<file path="src/rtl/multi_heater_control.sv">
// Multi-channel bang-bang heater controller: per-channel IIR-filtered ADC, setpoint/hysteresis control, settle and fault.
// Optional HEATER_RUNAWAY_EN adds a per-channel watchdog on continuous heater-on time.
//
// state  | meaning
// OFF    | idle, heater off, no over-temp check
// SETTLE | heater off for SETTLE_CYC cycles after a command
// HEAT   | one-shot heat until filt reaches target
// DONE   | one-shot complete, at_target held
// HOLD   | hysteresis regulation around target
// FAULT  | sticky over-temp / runaway, left only by an OFF command
module multi_heater_control #(
   parameter int CHANNELS    = 2,
   parameter int ADC_W       = 12,
   parameter int FILT_SHIFT  = 4,
   parameter int SETTLE_CYC  = 100,
   parameter int RUNAWAY_CYC = 2**24
) (
   input  logic                      clk_i,
   input  logic                      rst_n_i,
   input  logic [CHANNELS*ADC_W-1:0] adc_code_i,
   input  logic [ADC_W-1:0]          max_code_i,
   input  logic                      cmd_valid_i,
   input  logic [2:0]                cmd_ch_i,
   input  logic [1:0]                cmd_mode_i,
   input  logic [ADC_W-1:0]          cmd_target_i,
   input  logic [ADC_W-1:0]          cmd_hyst_i,
   output logic [CHANNELS-1:0]       heater_en_o,
   output logic [CHANNELS-1:0]       at_target_o,
   output logic [CHANNELS-1:0]       fault_o
);

   localparam logic [2:0] ST_OFF    = 3'd0;
   localparam logic [2:0] ST_SETTLE = 3'd1;
   localparam logic [2:0] ST_HEAT   = 3'd2;
   localparam logic [2:0] ST_DONE   = 3'd3;
   localparam logic [2:0] ST_HOLD   = 3'd4;
   localparam logic [2:0] ST_FAULT  = 3'd5;

   localparam logic [1:0] MODE_OFF  = 2'd0;
   localparam logic [1:0] MODE_ONCE = 2'd1;
   localparam logic [1:0] MODE_RSVD = 2'd3;

   localparam int CNT_W = $clog2(SETTLE_CYC + 1);

   for (genvar g = 0; g < CHANNELS; g++) begin : g_ch
      logic [ADC_W-1:0]        adc;
      logic [ADC_W-1:0]        filt_q, filt_d;
      logic [ADC_W-1:0]        target_q, target_d;
      logic [ADC_W-1:0]        hyst_q, hyst_d;
      logic [1:0]              mode_q, mode_d;
      logic [2:0]              st_q, st_d;
      logic [CNT_W-1:0]        cnt_q, cnt_d;
      logic                    heat_q, heat_d;
      logic                    at_q, at_d;
      logic                    fault_q, fault_d;
      logic signed [ADC_W+1:0] diff, step, sum;
      logic [ADC_W:0]          band_top;
      logic                    cmd_hit, cmd_off, over_temp, trip;

      assign adc       = adc_code_i[g*ADC_W +: ADC_W];
      assign cmd_hit   = cmd_valid_i && (cmd_ch_i == 3'(g));
      assign cmd_off   = (cmd_mode_i == MODE_OFF) || (cmd_mode_i == MODE_RSVD);
      assign over_temp = (st_q != ST_OFF) && (filt_q < max_code_i);
      assign band_top  = {1'b0, target_q} + {1'b0, hyst_q};

      // Extra headroom bit keeps the signed difference and sum exact before saturation.
      always_comb begin
         diff = $signed({2'b00, adc}) - $signed({2'b00, filt_q});
         step = diff >>> FILT_SHIFT;
         sum  = $signed({2'b00, filt_q}) + step;
         if (sum < 0) begin
            filt_d = '0;
         end else if (sum > $signed({2'b00, {ADC_W{1'b1}}})) begin
            filt_d = '1;
         end else begin
            filt_d = sum[ADC_W-1:0];
         end
      end

`ifdef HEATER_RUNAWAY_EN
      localparam int RUN_W = $clog2(RUNAWAY_CYC + 1);
      logic [RUN_W-1:0] run_q, run_d;
      logic             heating;

      assign heating = heat_q && ((st_q == ST_HEAT) || (st_q == ST_HOLD));
      assign run_d   = heating ? run_q + 1'b1 : '0;
      // Trip on the edge that closes the RUNAWAY_CYC-th consecutive heater-on cycle.
      assign trip    = over_temp || (heating && (run_q == RUN_W'(RUNAWAY_CYC - 1)));

      always_ff @(posedge clk_i) begin
         if (!rst_n_i) begin
            run_q <= '0;
         end else begin
            run_q <= run_d;
         end
      end
`else
      assign trip = over_temp;
`endif

      always_comb begin
         st_d     = st_q;
         cnt_d    = cnt_q;
         target_d = target_q;
         hyst_d   = hyst_q;
         mode_d   = mode_q;
         heat_d   = heat_q;
         at_d     = at_q;
         fault_d  = fault_q;
         if (cmd_hit && cmd_off) begin
            target_d = cmd_target_i;
            hyst_d   = cmd_hyst_i;
            mode_d   = cmd_mode_i;
            st_d     = ST_OFF;
            cnt_d    = '0;
            heat_d   = 1'b0;
            at_d     = 1'b0;
            fault_d  = 1'b0;
         end else if (trip) begin
            st_d    = ST_FAULT;
            heat_d  = 1'b0;
            at_d    = 1'b0;
            fault_d = 1'b1;
         end else if (cmd_hit && (st_q != ST_FAULT)) begin
            target_d = cmd_target_i;
            hyst_d   = cmd_hyst_i;
            mode_d   = cmd_mode_i;
            st_d     = ST_SETTLE;
            cnt_d    = CNT_W'(SETTLE_CYC);
            heat_d   = 1'b0;
            at_d     = 1'b0;
         end else begin
            case (st_q)
               ST_SETTLE: begin
                  heat_d = 1'b0;
                  if (cnt_q <= CNT_W'(1)) begin
                     st_d  = (mode_q == MODE_ONCE) ? ST_HEAT : ST_HOLD;
                     cnt_d = '0;
                  end else begin
                     cnt_d = cnt_q - 1'b1;
                  end
               end
               ST_HEAT: begin
                  if (filt_q <= target_q) begin
                     heat_d = 1'b0;
                     at_d   = 1'b1;
                     st_d   = ST_DONE;
                  end else begin
                     heat_d = 1'b1;
                  end
               end
               ST_DONE: begin
                  heat_d = 1'b0;
                  at_d   = 1'b1;
               end
               ST_HOLD: begin
                  // Inside the band the heater keeps its previous drive.
                  if (filt_q <= target_q) begin
                     heat_d = 1'b0;
                     at_d   = 1'b1;
                  end else if ({1'b0, filt_q} >= band_top) begin
                     heat_d = 1'b1;
                     at_d   = 1'b0;
                  end
               end
               ST_FAULT: begin
                  heat_d  = 1'b0;
                  fault_d = 1'b1;
               end
               default: begin
                  heat_d = 1'b0;
                  at_d   = 1'b0;
               end
            endcase
         end
      end

      always_ff @(posedge clk_i) begin
         if (!rst_n_i) begin
            filt_q   <= '1;
            target_q <= '0;
            hyst_q   <= '0;
            mode_q   <= MODE_OFF;
            st_q     <= ST_OFF;
            cnt_q    <= '0;
            heat_q   <= 1'b0;
            at_q     <= 1'b0;
            fault_q  <= 1'b0;
         end else begin
            filt_q   <= filt_d;
            target_q <= target_d;
            hyst_q   <= hyst_d;
            mode_q   <= mode_d;
            st_q     <= st_d;
            cnt_q    <= cnt_d;
            heat_q   <= heat_d;
            at_q     <= at_d;
            fault_q  <= fault_d;
         end
      end

      assign heater_en_o[g] = heat_q;
      assign at_target_o[g] = at_q;
      assign fault_o[g]     = fault_q;
   end

endmodule
</file>
<file path="config.mk">
export PLATFORM = sky130hd
export DESIGN_NAME = multi_heater_control
export DESIGN_NICKNAME = d
export VERILOG_FILES = /design/src/rtl/multi_heater_control.sv
export SDC_FILE = /design/constraint.sdc
export NUM_CORES = 1
export LEC_CHECK = 0
export ABC_CLOCK_PERIOD_IN_PS = 4000
export BUFFER_PORTS_ARGS = -buffer_cell sky130_fd_sc_hd__buf_2
export CORE_ASPECT_RATIO = 1.1
export CORE_MARGIN = 2
export CORE_UTILIZATION = 35
export DETAILED_ROUTE_END_ITERATION = 7
export GPL_ROUTABILITY_DRIVEN = 0
export PLACE_DENSITY = 0.58
export SETUP_SLACK_MARGIN = 0.05
export SLEW_MARGIN = 25
export SYNTH_ARGS = -nofsm -noshare
export SYNTH_HDL_FRONTEND = slang
export SYNTH_SLANG_ARGS = --single-unit
</file>
<file path="constraint.sdc">
create_clock -name clk_i -period 4 [get_ports clk_i]
set_clock_uncertainty 0.05 [all_clocks]
set_input_delay 0.2 -clock clk_i [delete_from_list [all_inputs] [get_ports clk_i]]
set_output_delay 0.2 -clock clk_i [all_outputs]
set_load 0.03 [all_outputs]
</file>
======== After elaboration in Yosys (flattened, before gate mapping) ========
Cells that the tools add are included.
cells by class
  shift operators ......................... 0
  multiply operators ...................... 0
  $add $sub $neg .......................... 8
  multiplexer cells ....................... 62
  magnitude comparators ................... 12
  equality and inequality tests ........... 30
  reduce and logical (&&, ||, !) cells .... 41
  div/mod/pow operators ................... 0
  bitwise gates (word level) .............. 5
operators with widths
  operator                                                          count
  2-to-1 mux 12 bit                                                 16
  2-to-1 mux 7 bit                                                  6
  2-to-1 mux 3 bit                                                  10
  adder 13 x 9 -> 14 bit                                            2
  greater-than comparator 14 x 13 -> 1 bit (second input constant)  2
  < comparator 14 x 1 -> 1 bit (second input constant)              2
  adder 12 x 12 -> 13 bit                                           2
  greater-or-equal comparator 12 x 13 -> 1 bit                      2
  subtractor 12 x 12 -> 13 bit                                      2
  less-or-equal comparator 12 bit                                   2
  < comparator 12 bit                                               2
  2-to-1 mux 1 bit                                                  18
  AND reduction 3 bit                                               6
  != test 4 bit (second input constant)                             4
  nonzero test 2 bit                                                8
  less-or-equal comparator 7 x 1 -> 1 bit (second input constant)   2
  subtractor 7 x 1 -> 7 bit (second input constant)                 2
  equality test 3 x 2 -> 1 bit (second input constant)              4
  equality test 3 bit (second input constant)                       4
  2-to-1 mux 2 bit                                                  6
  != test 2 bit (second input constant)                             6
  != test 3 bit (second input constant)                             4
  one-hot mux 3 bit (2 select lines)                                2
  AND reduction 2 bit                                               6
  other kinds (15)                                                  38
word-level totals
  output and inout port bits .............. 6
  input bits .............................. 68
  bits in writable memories ............... 0
  word-level logic and storage cells ...... 178
  bits in registers ....................... 102
  memory bits (read-only) ................. 0
  bits in latches ......................... 0
  memories kept ........................... 0

======== Logic depth before layout (Yosys ltp) ========
Gate-level depths: netlist (run 1).
  word-level depth ........................ 6
  gate-level depth with buffers ........... 19
  gate-level depth less buffers ........... 18

======== Least setup slack after synthesis (run 1) ========
No wires, ideal clock.
  path type ............................... reg-to-reg
  start point ............................. register g_ch[1].filt_q[2]
  end point ............................... register g_ch[1].filt_q[10]
  path slack .............................. 0.391 ns
  data arrival time ....................... 3.444 ns
  buffers on the path ..................... 1
  library setup time ...................... 0.115 ns
  stages on the path, launching flop included .. 20
  cells stage by stage .................... dfxtp_1 inv_1 ha_1 a21o_1 a31oi_1 o21a_1 nor2b_1 nor2b_1 nor2_1 xnor2_1 ha_1 nand3_1 o211ai_1 o41ai_2 o221ai_2 a21oi_2 xor2_1 nand2_1 buf_2 and2_1
on the way
  longest elaborated chain between the ends .. 5
  elaborated cells between the ends (all ways) .. 6
  those cells by class .................... add/sub: 2; order compare: 2; mux: 2
RTL lines
  item                                      RTL line  source
  start, declared                           47        logic [ADC_W-1:0] filt_q, filt_d;
  start signal, assigned                    190       filt_q <= filt_d;
  subtractor 12 x 12 -> 13 bit              68        diff = $signed({2'b00, adc}) - $signed({2'b00, filt_q});
  adder 13 x 9 -> 14 bit *                  70        sum = $signed({2'b00, filt_q}) + step;
  greater-than comparator 14 x 13 -> 1 bit  73        end else if (sum > $signed({2'b00, {ADC_W{1'b1}}})) begin
  2-to-1 mux 12 bit                         73
  2-to-1 mux 12 bit *                       71        if (sum < 0) begin
Every way passes the cells marked *; elsewhere a longest branch is shown, timed or not.
A chain may end at the register's enable or synchronous reset.

======== Final worst setup path (run 1) ========
  start point ............................. register g_ch[1].filt_q[2]
  end point ............................... register g_ch[1].filt_q[6]
Same word-level chain as after synthesis.

==> results_dict.tcl, run 1 <==
set metrics [dict create \
    overflow 0 \
    r2r_cells 18 \
    path_class "register to register" \
    outcome "complete, no violations" \
    synthTopCellsByCount "ha_1 (148), nor2_1 (111), dfxtp_1 (102), inv_1 (86), a21oi_1 (66)" \
    die_area_mm2 0.0260 \
    yosys_warnings 0 \
    antenna_found_initial 0 \
    area_delta_synth_final_pct 15.5 \
    path_clk_slew_ns 0.08 \
    yosysTopAreaCellShare 0.236 \
    fillers 2471 \
    grt_pass1_vias 6851 \
    r2r_slack_ns 0.22 \
    std_cell_rows 60 \
    postPlaceCellArea_mm2 0.00948 \
    critPathLaunchType "register" \
    required_ns 4.19 \
    vias_per_cell 5.04 \
    ys_types 74 \
    period_needed_ns 3.78 \
    grt_pass1_wl_mm 33.6 \
    p_int_mw 4.48 \
    synth_area_leaders "dfxtp_1 (24%), ha_1 (21%), mux2i_1 (6.1%)" \
    drive_gt1_frac 0.172 \
    root_buffer "clkbuf_16" \
    syn-cell-area_mm2 0.00864 \
    p_sw_mw 3.89 \
    antenna_left 0 \
    cp-endpoint "g_ch[1].filt_q[6]" \
    synth-seq-area-share 0.236 \
    hpwlAfterDp_mm 16.8 \
    finalPower_mw 8.38 \
    fin_tns_setup_ns 0 \
    cts_made_buffers 9 \
    async_flop_share 0 \
    rr_endpoint "g_ch[1].filt_q[6]" \
    hold_class "input pin to register" \
    cts_tree "done" \
    maxSlewViolCount 0 \
    clock_latency_ns 0.35 \
    grt_max_degree 45 \
    cts_num_sinks 102 \
    hold_viol_final 0 \
    drtIter0Drc 284 \
    arrival_ns 3.98 \
    grt_use_total 0.159 \
    min_path_cells 3 \
    crit_path_start "g_ch[1].filt_q[2]" \
    synth_edf_count 0 \
    crit_fanout 5 \
    drc 0 \
    fin_crit_sh 0.946 \
    yosysTopAreaCell "dfxtp_1" \
    slew_headroom 0.624 \
    finalSetupViolCount 0 \
    ys_ff_latch 102 \
    portBuffers 73 \
    start_util 0.354 \
    synth_ff_type "dfxtp_1" \
    wl_per_cell_um 14.4 \
    p_sw_frac 0.465 \
    clock.fmax_mhz 264 \
    die_width_um 154 \
    synth_nets 1240 \
    htreeDepth 3 \
    clock_path_buffers 2 \
    syn_inst 1020 \
    wirelength_mm 20.6 \
    io_pins 74 \
    peakVddDrop_uv 525 \
    finish.instance_area_mm2 0.00998 \
    avgSynthCellArea_um2 8.47 \
    nNetsFinal 1334 \
    p_seq_frac 0.174 \
    leakagePower_nw 4.37 \
    vias 7203 \
    core_region_area_mm2 0.0244 \
    antenna_cells 0 \
    ctsHoldBuffers 0 \
    pwr_density_cell_mw_per_mm2 840 \
    r2r-start "g_ch[1].filt_q[2]" \
    end_kind "register" \
    p_comb_frac 0.723 \
    drv_cap 0 \
    die_y_um 169 \
    pwr-share-clk 0.103 \
    worst_pin_slew_ns 0.562 \
    yosysMostFrequentCell "ha_1" \
    drtPass1Iterations 4 \
]
-- kinds of logic (layout without fill, tap and decap cells) --
family	after synthesis	count (layout)	synth area share
adders and majority gates	152	152	0.224
AOI/OAI and AO/OA	251	251	0.199
and+or+nand+nor	293	295	0.167
buffers and inverters	114	211	0.0565
xor gates and xnor gates	55	55	0.0557
DFF	102	102	0.236
muxes	53	53	0.0614
-- sequential cells by signal, summed over array words and instances (netlist names) --
signal and cells:
g_ch.filt_q 24, g_ch.hyst_q 24, g_ch.target_q 24, g_ch.cnt_q 14, g_ch.st_q 6, g_ch.mode_q 4, g_ch.at_q 2, g_ch.fault_q 2
g_ch.heat_q 2
-- power by group through the flow --
stage | logic [mW] | registers, mW | clock network [mW]
finish | 6.06 | 1.46 | 0.861
global route | 6.85 | 1.49 | 0.927
detailed placement | 5.72 | 1.48 | 0
CTS | 5.75 | 1.46 | 0.896
global placement | 5.66 | 1.49 | 0
floorplan | 4.49 | 1.46 | 0
-- worst min-delay path by stage --
stage | slack (ns) | to | start
after floorplan | 0.30 | g_ch[0].mode_q[1] | cmd_mode_i[1]
after global placement | 0.41 | g_ch[1].hyst_q[0] | cmd_hyst_i[0]
after detailed placement | 0.42 | g_ch[1].cnt_q[3] | g_ch[1].cnt_q[3]
after CTS | 0.05 | g_ch[0].hyst_q[0] | cmd_hyst_i[0]
after global routing | 0.07 | g_ch[1].hyst_q[0] | cmd_hyst_i[0]
final | 0.06 | g_ch[0].hyst_q[0] | cmd_hyst_i[0]
-- layout make-up --
class	instances	area [um2]	area share
timing repair buffer	106	637	0.0638
clock buffer	10	229	0.0229
clock inverter	6	55.1	0.00552
tap	310	388	0.0389
sequential	102	2040	0.205
inverter	89	334	0.0335
multi-input combinational	806	6290	0.630
-- metal layers --
layer	track usage	up-vias	wire length [um]
li1	-	3803	-
met1	0.202	3302	9630
met2	0.282	76	10100
met3	0.0197	22	389
met4	0.0471	0	428
met5	0	-	0
-- per-stage QoR --
stage	setup WS, ns	cells	utilization	hold WS, ns
2_1_floorplan	0.391	1020	-	0.297
3_3_place_gp	0.173	1403	0.387	0.414
3_5_place_dp	0.129	1404	0.389	0.416
4_1_cts	0.104	1420	0.400	0.0504
5_1_grt	-0.000388	1429	0.409	0.0680
6_report	0.216	1429	0.409	0.0587
-- timing repair --
| item | in CTS | in global routing |
|---|---|---|
| buffers inserted | 0 | 7 |
| gates resized for setup | 0 | 35 |
| endpoints found under the setup margin | 0 | 26 |
-- placed cells by master (no fill, tap or decap), drive strengths merged, types with 3 or more instances in the layout --
cell | netlist | routed
or3 | 7 | 7
a21o | 33 | 33
nor3 | 26 | 26
nor3b | 5 | 5
a21oi | 80 | 80
buf | 17 | 106
nor2b | 23 | 23
xnor2 | 36 | 36
a221oi | 4 | 4
a31oi | 8 | 8
and3 | 3 | 3
a211oi | 4 | 4
nand2 | 46 | 48
nand4 | 9 | 9
o22ai | 3 | 3
dfxtp | 102 | 102
or4 | 3 | 3
clkbuf | 8 | 10
nand2b | 15 | 15
ha | 148 | 148
inv | 89 | 91
o21ai | 54 | 54
nand3 | 26 | 26
o41ai | 3 | 3
o211ai | 13 | 13
xor2 | 19 | 19
o21a | 26 | 26
a2111o | 3 | 3
o21bai | 4 | 4
o31ai | 3 | 3
mux2i | 53 | 53
nor2 | 113 | 113
and2 | 3 | 3
fa | 4 | 4
or2 | 5 | 5
-- worst max-delay path, stage by stage (launching register included) --
cell	delay, ns
dfxtp_1	0.33
inv_1	0.05
ha_1	0.32
a21o_1	0.22
a31oi_4	0.17
nor2b_1	0.08
o21a_1	0.19
nor2_2	0.11
ha_2	0.19
inv_1	0.05
fa_2	0.35
nor2b_2	0.11
o21a_1	0.15
a311o_1	0.26
a31oi_4	0.13
o31ai_4	0.32
xor2_2	0.24
nand2_2	0.13
o21a_1	0.20
(Power assumes the default switching activity.)
==> inputs of run 2 (changes only) <==
==> constraint.sdc (replaced) <==
create_clock -name clk_i -period 4 [get_ports clk_i]
set_clock_uncertainty 0.05 [all_clocks]
set_input_delay 0.6 -clock clk_i [delete_from_list [all_inputs] [get_ports clk_i]]
set_output_delay 0.6 -clock clk_i [all_outputs]
set_load 0.03 [all_outputs]
==> run 2 against run 1 <==
  * Worst setup slack improved by 0.071 ns
  * Via count increased by 1.7%
  * Sequential power about the same
  * Largest cell class unchanged
  * Critical path depth unchanged
  * Maximum frequency increased by 1.9%
  * Die area unchanged
  * Combinational power increased by 4.1%
  * Count of clock-buffer cells in the layout increased by 2
  * Sequential cell count unchanged
  * Sequential share of layout area decreased by 0.31 points
  * Non-clock buffer count increased by 23
  * Cell area increased by 1.5%
==> results_dict.tcl, run 2 (synthesized netlist as in run 1, its figures left out) <==
set metrics [dict create \
    fillers 2472 \
    drtIter0Drc 258 \
    grt_use_total 0.164 \
    grt_pass1_vias 7309 \
    nNetsFinal 1355 \
    post-route-util 0.415 \
    rsz0062_at_grt "yes" \
    post_layout_nonfiller_instances 1450 \
    reg_top3 "g_ch.filt_q x24, g_ch.hyst_q x24, g_ch.target_q x24" \
    portBuffers 73 \
    multi_input_area_mm2 0.00624 \
    clock.fmax_mhz 269 \
    start_util 0.354 \
    core_region_area_mm2 0.0244 \
    r2r_slack_ns 0.29 \
    maxSlewViolCount 0 \
    overflow 0 \
    cts_made_buffers 9 \
    vias_per_cell 5.05 \
    placed_cells 1431 \
    antenna_found_initial 0 \
    grt_pass1_wl_mm 34.9 \
    cts_num_sinks 102 \
    wl_per_cell_um 14.4 \
    required_ns 4.18 \
    layout_commonest_cell "ha_1" \
    path_class "register to register" \
    ctsHoldBuffers 0 \
    outcome "complete, no violations" \
    path_clk_slew_ns 0.07 \
    die_y_um 169 \
    antenna_cells 0 \
    period_needed_ns 3.71 \
    end_kind "register" \
    grt_max_degree 33 \
    antenna_left 0 \
    area_delta_synth_final_pct 17.2 \
    critPathLaunchType "register" \
    peakVddDrop_uv 541 \
    pwr_density_cell_mw_per_mm2 853 \
    htreeDepth 3 \
    clock_latency_ns 0.34 \
    drive_gt1_frac 0.180 \
    cts_tree "done" \
    layout_common_cells "ha_1 (147), nor2_1 (111), dfxtp_1 (101)" \
    root_buffer "clkbuf_16" \
    io_pins 74 \
    slew_headroom 0.641 \
    arrival_ns 3.89 \
    std_cell_rows 60 \
    fin_crit_sh 0.928 \
    vias 7326 \
    clock_path_buffers 2 \
    hold_class "register to register" \
    fin_hold_ws_ns 0.429 \
    seqCellArea_mm2 0.00204 \
    wirelength_mm 20.8 \
    leakagePower_nw 4.50 \
    drtPass1Iterations 4 \
    die_area_mm2 0.0260 \
    die_width_um 154 \
    crit_fanout 3 \
    drc 0 \
    finalSetupViolCount 0 \
    hpwlAfterDp_mm 17.2 \
    hold_viol_final 0 \
    worst_pin_slew_ns 0.538 \
    finalPower_mw 8.64 \
    drv_cap 0 \
]
-- run 2: cell type report --
class,count,share of cell area
flip-flops and latches,102,0.202
multi-input cells,804,0.617
well taps,310,0.0383
clock buffers,12,0.0253
inverters,89,0.0330
repair buffers,129,0.0819
clock inverters,4,0.00309
-- run 2: repair_timing --
item,CTS,global route
setup endpoints to repair,0,27
gates resized for setup,0,23
setup buffers,0,3
-- run 2: metal layers --
metal  up-vias  track usage  share of wire
met5         -            0              0
met4         0       0.0504          0.019
met3        20       0.0172          0.022
met2        94        0.300           0.50
met1      3368        0.202           0.46
li1       3844            -              -
-- run 2: path summary, 6_finish.rpt --
kind | cells past startpoint | startpoint | endpoint
setup reg to reg | 18 | g_ch[1].target_q[0] | g_ch[1].at_q
setup / recovery | 18 | g_ch[1].target_q[0] | g_ch[1].at_q
hold / removal | 2 | g_ch[0].fault_q | g_ch[0].fault_q
hold reg to reg | 2 | g_ch[0].fault_q | g_ch[0].fault_q
-- run 2: power breakdown --
group          internal [mW]  leakage [nW]  total [mW]  switching (mW)
registers               1.26         0.835        1.47           0.215
clock network          0.460         0.143       0.856           0.396
logic                   3.04          3.52        6.31            3.28
-- run 2: metrics by stage --
step	TNS (ns)	cell area [um2]	setup WS (ns)
global placement	-1.30	9650	-0.0921
CTS	0	9990	0.115
detailed placement	-2.96	9700	-0.154
global route	0	10100	0.0318
floorplan	0	8640	0.205
finish	0	10100	0.287
-- run 2: worst max-delay path: stages, from the launching register on --
cell	delay [ns]
dfxtp_1	0.34
ha_1	0.23
fa_2	0.36
a21o_1	0.18
a21oi_2	0.17
o21ai_2	0.10
o41ai_4	0.24
nor2b_1	0.08
o21ai_1	0.12
nand2b_1	0.08
xnor2_1	0.13
ha_1	0.29
o21ai_0	0.09
a211oi_1	0.23
o211ai_1	0.16
buf_4	0.17
a2111o_1	0.34
a31oi_1	0.18
a211oi_1	0.06
